File: src/rtl/ai_core_pkg.sv
// Shared definitions for the dot-product datapath: width derivations and
// the sequencer FSM state encoding.
package ai_core_pkg;

   // Accumulator width: one full product, 8 bits of lane growth, plus
   // LEN_W bits so a maximum-length job can never overflow.
   function automatic int acc_size(input int in_size_0, input int in_size_1,
                                   input int len_w);
      return in_size_0 + in_size_1 + 8 + len_w;
   endfunction

   // Partial-sum width of the engine: product width plus 8 bits of growth,
   // enough for up to 256 lanes per half.
   function automatic int psum_size(input int in_size_0, input int in_size_1);
      return in_size_0 + in_size_1 + 8;
   endfunction

   typedef enum logic [1:0] {
      ST_IDLE = 2'd0,
      ST_RUN  = 2'd1,
      ST_DONE = 2'd2
   } seq_state_e;

endpackage

File: src/rtl/baseline.sv
// Combinational signed dot-product engine. Lanes are split into two halves,
// each summed into its own partial-sum output; the consumer adds them.
module baseline
   import ai_core_pkg::*;
#(
   parameter int IN_SIZE_0  = 4,
   parameter int IN_SIZE_1  = 8,
   parameter int SIZE_ARRAY = 8,
   parameter int PS_W       = psum_size(IN_SIZE_0, IN_SIZE_1)
) (
   input  logic [SIZE_ARRAY-1:0][IN_SIZE_0-1:0] in_0_i,
   input  logic [SIZE_ARRAY-1:0][IN_SIZE_1-1:0] in_1_i,
   output logic [1:0][PS_W-1:0]                 out_o
);

   localparam int HALF = SIZE_ARRAY / 2;

   logic [SIZE_ARRAY-1:0][PS_W-1:0] prod;

   // Per-lane signed product, both operands sign-extended to the sum width
   // so the two's-complement sums below are exact.
   for (genvar k = 0; k < SIZE_ARRAY; k++) begin : g_lane
      assign prod[k] = PS_W'($signed(in_0_i[k])) * PS_W'($signed(in_1_i[k]));
   end

   // Lower lanes into out[0], upper lanes (including an odd extra) into out[1].
   always_comb begin
      out_o = '0;
      for (int k = 0; k < SIZE_ARRAY; k++) begin
         if (k < HALF) out_o[0] = out_o[0] + prod[k];
         else          out_o[1] = out_o[1] + prod[k];
      end
   end

endmodule

File: src/rtl/dot_product_sequencer.sv
// Streams len beats of lane vectors through the dot-product engine,
// accumulates the per-beat sums and presents the total on a valid/ready
// result port.
module dot_product_sequencer
   import ai_core_pkg::*;
#(
   parameter int IN_SIZE_0  = 4,
   parameter int IN_SIZE_1  = 8,
   parameter int SIZE_ARRAY = 8,
   parameter int LEN_W      = 8,
   localparam int ACC_SIZE  = acc_size(IN_SIZE_0, IN_SIZE_1, LEN_W)
) (
   input  logic                                clk_i,
   input  logic                                rst_ni,
   input  logic                                start_i,
   input  logic [LEN_W-1:0]                    len_i,
   output logic                                busy_o,
   input  logic                                in_valid_i,
   output logic                                in_ready_o,
   input  logic [SIZE_ARRAY-1:0][IN_SIZE_0-1:0] in_0_i,
   input  logic [SIZE_ARRAY-1:0][IN_SIZE_1-1:0] in_1_i,
   output logic                                res_valid_o,
   input  logic                                res_ready_i,
   output logic signed [ACC_SIZE-1:0]          res_o
);

   localparam int PS_W = psum_size(IN_SIZE_0, IN_SIZE_1);

   seq_state_e                 state;
   logic signed [ACC_SIZE-1:0] acc;
   logic signed [ACC_SIZE-1:0] acc_nxt;
   logic signed [ACC_SIZE-1:0] beat_sum;
   logic [LEN_W-1:0]           cnt;
   logic [LEN_W-1:0]           cnt_nxt;
   logic [LEN_W-1:0]           len_q;
   logic [1:0][PS_W-1:0]       psum;
   logic                       beat_fire;

   baseline #(
      .IN_SIZE_0 (IN_SIZE_0),
      .IN_SIZE_1 (IN_SIZE_1),
      .SIZE_ARRAY(SIZE_ARRAY),
      .PS_W      (PS_W)
   ) u_engine (
      .in_0_i(in_0_i),
      .in_1_i(in_1_i),
      .out_o (psum)
   );

   assign beat_fire = in_valid_i && in_ready_o;

   // Next accumulator and beat count for an accepted beat; the two partial
   // sums are sign-extended before adding so the result wraps mod 2^ACC_SIZE.
   always_comb begin
      beat_sum = ACC_SIZE'($signed(psum[0])) + ACC_SIZE'($signed(psum[1]));
      acc_nxt  = acc + beat_sum;
      cnt_nxt  = cnt + 1'b1;
   end

   // Sequencer FSM with registered handshake outputs; res_o is only
   // non-zero while the result is being offered.
   always_ff @(posedge clk_i) begin
      if (!rst_ni) begin
         state       <= ST_IDLE;
         acc         <= '0;
         cnt         <= '0;
         len_q       <= '0;
         busy_o      <= 1'b0;
         in_ready_o  <= 1'b0;
         res_valid_o <= 1'b0;
         res_o       <= '0;
      end else begin
         case (state)
            ST_IDLE: begin
               if (start_i) begin
                  acc    <= '0;
                  cnt    <= '0;
                  busy_o <= 1'b1;
                  if (len_i != '0) begin
                     len_q      <= len_i;
                     in_ready_o <= 1'b1;
                     state      <= ST_RUN;
                  end else begin
                     // Empty job: offer a zero result straight away.
                     res_valid_o <= 1'b1;
                     res_o       <= '0;
                     state       <= ST_DONE;
                  end
               end
            end
            ST_RUN: begin
               if (beat_fire) begin
                  acc <= acc_nxt;
                  cnt <= cnt_nxt;
                  if (cnt_nxt == len_q) begin
                     in_ready_o  <= 1'b0;
                     res_valid_o <= 1'b1;
                     res_o       <= acc_nxt;
                     state       <= ST_DONE;
                  end
               end
            end
            ST_DONE: begin
               if (res_ready_i) begin
                  busy_o      <= 1'b0;
                  res_valid_o <= 1'b0;
                  res_o       <= '0;
                  state       <= ST_IDLE;
               end
            end
            default: begin
               busy_o      <= 1'b0;
               in_ready_o  <= 1'b0;
               res_valid_o <= 1'b0;
               res_o       <= '0;
               state       <= ST_IDLE;
            end
         endcase
      end
   end

endmodule

File: config.mk
export PLATFORM = sky130hd
export DESIGN_NAME = dot_product_sequencer
export DESIGN_NICKNAME = d
export VERILOG_FILES = /design/src/rtl/ai_core_pkg.sv /design/src/rtl/baseline.sv /design/src/rtl/dot_product_sequencer.sv
export SDC_FILE = /design/constraint.sdc
export NUM_CORES = 1
export LEC_CHECK = 0
export CAP_MARGIN = 10
export CORE_MARGIN = 4
export CORE_UTILIZATION = 30
export DETAILED_ROUTE_END_ITERATION = 10
export SLEW_MARGIN = 20
export SYNTH_ARGS = -nofsm -noshare
export SYNTH_HDL_FRONTEND = slang
export SYNTH_HIERARCHICAL = 1
export SYNTH_SLANG_ARGS = --single-unit
File: constraint.sdc
create_clock -name clk_i -period 21.3 [get_ports clk_i]
set_input_delay 3.195 -clock clk_i [delete_from_list [all_inputs] [get_ports clk_i]]
set_output_delay 3.195 -clock clk_i [all_outputs]
set_load 0.05 [all_outputs]
==> impl_metrics.ini <==
[floorplanning]
coreArea_um2 = 52970
rows = 84
fp.dieH_um = 240.2
io_pins = 140
dieArea_um2 = 57690
start_util_pct = 30.53
fp.dieW_um = 240.2

[yosys]
netlist_top_cells_area = fa_1 (34%), ha_1 (12%), dfxtp_1 (9.5%), inv_1 (7.7%), and2_1 (4.5%)
ys_seq_area_share_pct = 9.530
synth_cells = 1826
async_flop_share_pct = 0
synth_seq_cells = 77
synth_edf_count = 0
synth_cell_types = 76
postSynthAreaPerCell_um2 = 8.858
netlist_area_um2 = 16170
synth_ff_type = dfxtp_1
yosysWarnings = 6
yosysTopAreaCell = fa_1
synth_top_area_share_pct = 33.67
synthesis.nets = 2361

[cts]
max-clock-path-buffers = 2
h-tree-depth = 3
cts_root_buf = clkbuf_16
cts.sinks = 77
hold_buffers = 0
ctsResizeCount = 0
cts_buffers = 9
cts_tree = done
postCtsSetupBuffers = 0
clk_pin_slew_worst_paths_ps = 60
clk_latency_ps = 340

[worst_setup_path]
cp_slowest_cell = clkdlybuf4s50_1
cp_common_cell = fa_1
reg2regPathDepth = 10
slowest_delay_ps = 870
critical_path_class = input port to flop
crit_fanout = 17
start_kind = input port
critPathArrivalTime_ps = 12260
critPathRequiredTime_ps = 21510
cp-end-kind = flop

[timing]
min_period_over_period_pct = 56.57
setup_viol = 0
tightest_slew_ps = 915.3
max_freq_mhz = 82.99
fin_tns_setup_ps = 0
slew_headroom_pct = 38.85
rsz0062_at_grt = no
hold_violations = 0
period_needed_ps = 12050
skew_ps = 11.38
slew_viol_final = 0

[drt]
wire_per_inst_um = 15.19
wl_um = 39930
vias_per_cell = 4.703
drt_pass1_iterations = 5
drt_iter0_drc = 643
ant_nets = 0
drc_errors = 0
num_vias = 12363

[grt]
grt_max_degree = 47
overflow = 0
grt_use_total_pct = 14.14
antenna_found_initial = 0
grt_pass1_vias = 13240
grt_pass1_wl_um = 67600

[place]
hpwl_um = 34870
gp_congestion = 0.8589
port_buffers = 139

[finish]
nets = 2471
synthToLayoutAreaGrowth_pct = 14.87
drive_gt1_share_pct = 2.576
n_antenna_cell = 0

[hold_path]
worst_hold_path_type = flop to flop
hold_depth = 1

[run]
drv_cap = 0

[status]
outcome = complete, no violations
cell type report:
type | count | area [um2]
Timing Repair Buffer | 144 | 1429
Clock inverter | 6 | 71.32
Clock buffer | 10 | 229.0
Fill cell | 5450 | 34390
Inverter | 333 | 1250
Tap cell | 688 | 860.8
Multi-Input combinational cell | 1371 | 13200
Sequential cell | 77 | 1541
registers in the layout (all words and copies together) (netlist names):
| register | cells |
|---|---|
| in_ready_o | 1 |
| res_valid_o | 1 |
| len_q | 8 |
| cnt | 8 |
| acc | 28 |
| state | 2 |
| busy_o | 1 |
| res_o | 28 |
synthesized netlist by cell type, types with 3 or more instances:
master and number:
ha_1 154, or2_2 4, o21a_1 7, o31a_1 7, inv_1 333, clkbuf_1 25
a22o_1 13, nor2b_1 45, fa_1 272, a21o_1 27, buf_2 14, a221oi_1 3
nand4_1 7, nor4_1 5, nor3_1 20, nand3_1 32, xor2_1 25, o2bb2ai_1 17
a211oi_1 11, dfxtp_1 77, xnor2_1 74, o211ai_1 6, o21ai_1 6, nor3b_1 3
mux2i_1 12, nand2b_1 41, a21oi_2 3, a31oi_1 9, o21bai_1 7, o41ai_1 3
and2_1 116, a21oi_1 69, a32o_1 5, a21boi_0 10, buf_4 5, and3_1 8
or4_1 4, nor4b_1 3, nor2_1 70, nand2_1 160, o21ai_0 69
final timing paths:
path / from / end / slack (ps)
worst max-delay path: in_0_i[23] / acc[26]$_SDFFE_PN0P_ / 9250
worst min-delay path: res_o[16]$_SDFFE_PN0P_ / res_o[16]$_SDFFE_PN0P_ / 470
worst max register to register: acc[1]$_SDFFE_PN0P_ / res_o[27]$_SDFFE_PN0P_ / 17980
worst min register to register: res_o[16]$_SDFFE_PN0P_ / res_o[16]$_SDFFE_PN0P_ / 470
cell families (layout without fill, tap and decap cells):
group / count (synthesis) / in the layout / share of synthesized area (%)
AOI/OAI and AO/OA: 302 / 302 / 12.67
xor gates and xnor gates: 99 / 99 / 5.361
adders and majority gates: 426 / 426 / 45.58
buffers and inverters: 378 / 493 / 8.997
DFF: 77 / 77 / 9.530
muxes: 15 / 15 / 0.9747
and+or+nand+nor: 529 / 529 / 16.89
per-layer routing:
metal / vias up / global-route usage (%) / wire (um)
li1: 6070 / - / -
met5: - / 0 / 0
met2: 188 / 24.58 / 19520
met1: 6063 / 19.07 / 18210
met4: 0 / 2.641 / 742
met3: 42 / 1.870 / 1454
placed cells by master (no fill, tap or decap), drive strengths merged, types with 33 or more instances in the layout:
| master | n |
|---|---|
| a21oi | 72 |
| nand2b | 41 |
| o21ai | 76 |
| nor2b | 46 |
| dfxtp | 77 |
| xnor2 | 74 |
| and2 | 116 |
| inv | 334 |
| clkdlybuf4s50 | 139 |
| nand3 | 33 |
| ha | 154 |
| nand2 | 160 |
| fa | 272 |
| nor2 | 70 |
critical path: cells and delay by family:
family                     cells  cell delay, ps
AOI/OAI and AO/OA             10            2330
adders and majority gates      9            4230
buffers and inverters          5            1250
and+or+nand+nor                6             890
xor gates and xnor gates       2             350
stage by stage:
step                hold slack [ps]  worst slack (ps)  area [um2]  utilization [%]  cells
finish                        471.7              9250       18580            35.07   2629
global route                  492.3              8485       18580            35.07   2629
CTS                           473.8              9218       18580            35.07   2629
detailed placement            453.9              8856       18280            34.51   2613
global placement              458.6              9060       18270            34.49   2613
floorplan                     452.3              9614       16170                -   1826
Power is not shown: default switching activity piles up to over one toggle a cycle in this logic, so the estimate is an artifact.
